[src/rtl/io_bus_arbiter.sv]
// io_bus_arbiter: shares the 16-bit J1 peripheral I/O bus between the J1 CPU
// (master 0) and a second bus master (master 1, e.g. DMA or loader).
//
// Round-robin arbitration with a registered grant. The granted master's address,
// strobes and write data are gated onto the shared bus. The high address byte is
// decoded into chip-selects, and read data is returned to the granted master only.
//
// Ports:
//   sys_clk_i, sys_rst_i     clock (rising edge), async active-high reset
//   mX_req/addr/rd/wr/dout   master X request, address, strobes, write data
//   mX_gnt                   master X grant (decoded from the state register)
//   mX_din                   read data to master X (zero when not granted)
//   bus_addr/rd/wr/dout      shared bus toward the peripherals
//   cs                       chip-selects: [0]=config 8'h67, [1]=uart 8'h69, [2]=dp_ram 8'h70
//   config_dout, uart_dout, dp_ram_dout  peripheral read data
//
// Optional feature macro: IOARB_HOLD_LIMIT_EN
//   When defined, a master that has held the bus for MAX_HOLD cycles is handed
//   over to a waiting master at the first cycle with no strobe active.
module io_bus_arbiter #(
  parameter int unsigned MAX_HOLD     = 16,
  parameter logic [15:0] DEFAULT_DATA = 16'h0666
) (
  input  logic        sys_clk_i,
  input  logic        sys_rst_i,
  input  logic        m0_req,
  input  logic [15:0] m0_addr,
  input  logic        m0_rd,
  input  logic        m0_wr,
  input  logic [15:0] m0_dout,
  output logic        m0_gnt,
  output logic [15:0] m0_din,
  input  logic        m1_req,
  input  logic [15:0] m1_addr,
  input  logic        m1_rd,
  input  logic        m1_wr,
  input  logic [15:0] m1_dout,
  output logic        m1_gnt,
  output logic [15:0] m1_din,
  output logic [15:0] bus_addr,
  output logic        bus_rd,
  output logic        bus_wr,
  output logic [15:0] bus_dout,
  output logic [2:0]  cs,
  input  logic [15:0] config_dout,
  input  logic        uart_dout,
  input  logic [15:0] dp_ram_dout
);

  localparam int unsigned CNT_W = 8;
  localparam logic [CNT_W-1:0] HOLD_LAST = CNT_W'(MAX_HOLD - 1);

  typedef enum logic [1:0] {IDLE, OWN0, OWN1} state_t;

  state_t           state, state_nxt;
  logic             last_grant, last_grant_nxt;
  logic [CNT_W-1:0] hold_cnt, hold_cnt_nxt;
  logic [15:0]      rdata;

`ifdef IOARB_HOLD_LIMIT_EN
  logic limit_hit;
  assign limit_hit = (hold_cnt == HOLD_LAST);
`endif

  // State, round-robin pointer and hold counter registers
  always_ff @(posedge sys_clk_i or posedge sys_rst_i) begin
    if (sys_rst_i) begin
      state      <= IDLE;
      last_grant <= 1'b1;
      hold_cnt   <= '0;
    end else begin
      state      <= state_nxt;
      last_grant <= last_grant_nxt;
      hold_cnt   <= hold_cnt_nxt;
    end
  end

  // Arbitration: next state, round-robin pointer, hold counter
  always_comb begin
    state_nxt      = state;
    last_grant_nxt = last_grant;
    hold_cnt_nxt   = hold_cnt;
    unique case (state)
      IDLE: begin
        if (m0_req && m1_req) state_nxt = last_grant ? OWN0 : OWN1;
        else if (m0_req)      state_nxt = OWN0;
        else if (m1_req)      state_nxt = OWN1;
      end
      OWN0: begin
        // Dropping req releases the bus; a waiting master takes it with no bubble
        if (!m0_req) state_nxt = m1_req ? OWN1 : IDLE;
`ifdef IOARB_HOLD_LIMIT_EN
        else if (limit_hit && m1_req && !m0_rd && !m0_wr) state_nxt = OWN1;
`endif
      end
      OWN1: begin
        if (!m1_req) state_nxt = m0_req ? OWN0 : IDLE;
`ifdef IOARB_HOLD_LIMIT_EN
        else if (limit_hit && m0_req && !m1_rd && !m1_wr) state_nxt = OWN0;
`endif
      end
      default: state_nxt = IDLE;
    endcase

    if (state_nxt != state) begin
      hold_cnt_nxt = '0;
      if (state_nxt == OWN0) last_grant_nxt = 1'b0;
      if (state_nxt == OWN1) last_grant_nxt = 1'b1;
    end else if (state != IDLE && hold_cnt != HOLD_LAST) begin
      hold_cnt_nxt = hold_cnt + CNT_W'(1);
    end
  end

  assign m0_gnt = (state == OWN0);
  assign m1_gnt = (state == OWN1);

  // Bus mux, address decode and read-data return
  always_comb begin
    bus_addr = '0;
    bus_dout = '0;
    bus_rd   = 1'b0;
    bus_wr   = 1'b0;
    cs       = 3'b000;
    rdata    = DEFAULT_DATA;
    m0_din   = '0;
    m1_din   = '0;
    if (m0_gnt) begin
      bus_addr = m0_addr;
      bus_dout = m0_dout;
      bus_rd   = m0_rd;
      bus_wr   = m0_wr;
    end else if (m1_gnt) begin
      bus_addr = m1_addr;
      bus_dout = m1_dout;
      bus_rd   = m1_rd;
      bus_wr   = m1_wr;
    end
    if (m0_gnt || m1_gnt) begin
      unique case (bus_addr[15:8])
        8'h67:   cs = 3'b001;
        8'h69:   cs = 3'b010;
        8'h70:   cs = 3'b100;
        default: cs = 3'b000;
      endcase
    end
    unique case (cs)
      3'b001:  rdata = config_dout;
      3'b010:  rdata = {15'b0, uart_dout};
      3'b100:  rdata = dp_ram_dout;
      default: rdata = DEFAULT_DATA;
    endcase
    if (m0_gnt) m0_din = rdata;
    if (m1_gnt) m1_din = rdata;
  end

endmodule
[config.mk]
export PLATFORM = sky130hd
export DESIGN_NAME = io_bus_arbiter
export DESIGN_NICKNAME = d
export VERILOG_FILES = /design/src/rtl/io_bus_arbiter.sv
export SDC_FILE = /design/constraint.sdc
export NUM_CORES = 1
export LEC_CHECK = 0
export CAP_MARGIN = 20
export CORE_AREA = 2 2 68 70
export CTS_BUF_LIST = sky130_fd_sc_hd__clkbuf_8
export DETAILED_ROUTE_END_ITERATION = 10
export DIE_AREA = 0 0 70 72
export DONT_BUFFER_PORTS = 1
export SYNTH_ARGS = -nofsm -noshare
export SYNTH_HDL_FRONTEND = slang
export SYNTH_SLANG_ARGS = --single-unit
[constraint.sdc]
create_clock -name sys_clk_i -period 5 [get_ports sys_clk_i]
set_input_delay 1 -clock sys_clk_i [delete_from_list [all_inputs] [get_ports sys_clk_i]]
set_output_delay 1 -clock sys_clk_i [all_outputs]
set_load 0.01 [all_outputs]
==> flow_summary.toml <==
[outcome]
status = "finished, final reports clean"

[sta]
slew_headroom = 0.522
tightest_slew_ns = 0.716
fmax_mhz = 236
fin_crit_ns = 4.24
tns_ns = 0
fin_ws_ns = 0.763
fin_crit_sh = 0.847
drv_slew = 0
setup_viol = 0
hold_viol = 0
skew_ns = 0.0000977
rsz0062_at_grt = "no"

[placed_design]
numPortBuffers = 0
hpwlAfterDp_um = 3330
gp_congestion = 0.738
post-place-ws_ns = 0.992

[critical_path]
arrival_ns = 3.24
reg2reg_depth = 10
cp_data_required_time_ns = 4.00
worstSetupEndpointType = "output pin"
critPathMaxFanout = 49
rrSetupSlack_ns = 1.91
start_kind = "flop"
critPathKind = "reg2out"

[power_and_ir_drop]
combPwrFrac = 0.811
switching_share = 0.610
ir_drop_v = 0.000210
p_per_area_nw_per_um2 = 447
pwr-share-clk = 0.106
power_frac_seq = 0.083
p_leak_nw = 0.547
intPower_w = 0.000246
p_switching_w = 0.000385

[drt]
wirelength_um = 4020
vias_per_cell = 5.74
drt_iter0_markers = 50
routed-via-count = 1458
firstDrtPassIters = 4
ant_nets = 0
drc_errors = 0
wl_per_cell_um = 15.8

[logic_synthesis]
synth_cell_types = 37
ys_top_cells_by_area = "nand2_1 18%, o21ai_0 12%, and2_1 9.2%, a22o_1 8.3%, a221oi_2 6.6%"
synth_top_cell_by_area = "nand2_1"
syn_area_um2 = 1370
synthCells = 213
synth_common_cells = "65 x nand2_1, 32 x o21ai_0, 20 x and2_1, 13 x a22o_1, 13 x nor2b_1"
synth-edff-count = 0
syn-num-nets = 323
ys_warn_count = 0
synth.ff_latch_count = 3
seq_area_frac_synth = 0.0559
synth_ff_type = "dfrtp_1"
yosysMostFrequentCell = "nand2_1"
synth_top_area_frac = 0.179
ys_async_sr_fraction = 1.00
syn_avg_cell_area_um2 = 6.41

[cts]
cts.sinks = 3
clkTransAtPathRegs_ns = 0.03
root_buffer = "clkbuf_8"
cts_inserted_buffers = 3
cts_tree = "built"
h-tree-depth = 1
cts_setup_buffers = 0
cts.repair.resized = 0
clkLatencyLatePin_ns = 0.21
cts-hold-fix-buffers = 0
ctsLongestPathBuffers = 2

[cells_and_area]
area_growth_pct = 3.30
drive_above_1_share = 0.104
n_antenna_cell = 0
nNetsFinal = 313

[floorplan]
dieWidth_um = 70
die_y_um = 72
coreArea_um2 = 4260
die-area_um2 = 5040
num_rows = 24
num_io_pins = 176
start_util = 0.320

[global_routing]
grt-busiest-layer = "met2"
antenna_found_initial = 0
met3_usage = 0.0250
grt_use_total = 0.133
grt_max_degree = 50
grt_pass1_wl_um = 5610
grt_pass1_vias = 1219
grtUsageMet2 = 0.226
grtUsageMet1 = 0.168
grt-ovfl-total = 0

[min_path]
holdCritPathClass = "in2async"

[job]
drv_cap = 0
flip-flops by register name, summed over array words and instances, names as in the netlist:
signal      count
last_grant      1
state           2
metal layers:
metal | share of wire | wire (um) | up-vias
met5 | 0 | 0 | -
met4 | 0.017 | 69 | 0
met3 | 0.097 | 388 | 6
met2 | 0.48 | 1920 | 100
met1 | 0.41 | 1640 | 632
li1 | - | - | 720
critical path: stages, from the launching register on:
cell and delay [ns]:
dfrtp_1 0.44, inv_1 0.11, ha_2 0.65, nand2_1 0.15, a221o_1 0.42, and4bb_1 0.61, buf_4 0.28, a22o_1 0.17
and2_1 0.19
logic make-up (layout without fill, tap and decap cells):
logic type,after synthesis,count (layout),share of synthesized area
AOI/OAI and AO/OA,64,64,0.361
buffers and inverters,25,14,0.0897
xor gates and xnor gates,2,2,0.0128
adders and majority gates,5,5,0.0458
and+or+nand+nor,113,113,0.427
muxes,1,1,0.00824
DFF,3,3,0.0559
final timing paths:
kind / startpoint / to
setup / recovery: state[1] / m1_din[11]
max in group asynchronous: sys_rst_i / last_grant
hold reg to reg: last_grant / last_grant
hold / removal: sys_rst_i / state[1]
setup reg to reg: state[1] / last_grant
min in group sys_clk_i: last_grant / last_grant
through the flow:
step / utilization / hold slack (ns) / cells / total power, W / instance area, um2
CTS: 0.331 / 0.543 / 254 / 0.000640 / 1410
global route: 0.331 / 0.539 / 254 / 0.000696 / 1410
global placement: 0.320 / 0.607 / 250 / 0.000570 / 1370
finish: 0.331 / 0.544 / 254 / 0.000631 / 1410
detailed placement: 0.320 / 0.608 / 250 / 0.000569 / 1370
floorplan: - / 0.598 / 213 / 0.000505 / 1370
area by class of cell:
cell class                      instances  area [um2]
Multi-Input combinational cell        185        1170
Timing Repair Buffer                    4        30.0
Clock inverter                          1        3.75
Fill cell                             451        2850
Inverter                                6        22.5
Tap cell                               52        65.1
Sequential cell                         3        76.3
Clock buffer                            3        41.3
power by group through the flow:
stage                     registers [W]  clock network (W)  logic [W]
after CTS                     0.0000520          0.0000685   0.000520
final                         0.0000521          0.0000672   0.000512
after global routing          0.0000533          0.0000722   0.000570
after global placement        0.0000520                  0   0.000518
after detailed placement      0.0000521                  0   0.000517
after floorplan               0.0000485                  0   0.000457
cell usage in the layout, fill, tap and decap left out:
cell / netlist / routed
mux2_2: 1 / 1
nor4bb_1: 1 / 1
a221oi_2: 6 / 6
nor2_1: 1 / 1
nand3b_1: 4 / 4
a21oi_1: 1 / 1
ha_1: 5 / 3
o21a_1: 1 / 1
clkbuf_8: 0 / 3
a211o_1: 1 / 1
ha_2: 0 / 2
buf_4: 3 / 4
nor2b_1: 13 / 13
and3b_1: 1 / 1
a221o_1: 1 / 1
nor3_4: 2 / 2
dfstp_2: 1 / 1
dfrtp_1: 2 / 2
nand4bb_1: 1 / 1
a2bb2oi_1: 1 / 1
a22oi_2: 1 / 1
and4bb_1: 1 / 1
a22o_1: 13 / 13
xnor2_1: 2 / 2
a32oi_1: 1 / 1
o21ai_0: 32 / 32
o32a_1: 1 / 1
nand2b_1: 3 / 3
and2_1: 20 / 20
nand2_1: 65 / 65
nand3_1: 1 / 1
inv_1: 6 / 7
o221ai_1: 2 / 2
a2111oi_4: 1 / 1
o22ai_1: 2 / 2
No activity file was read; power rests on OpenSTA's default activity.
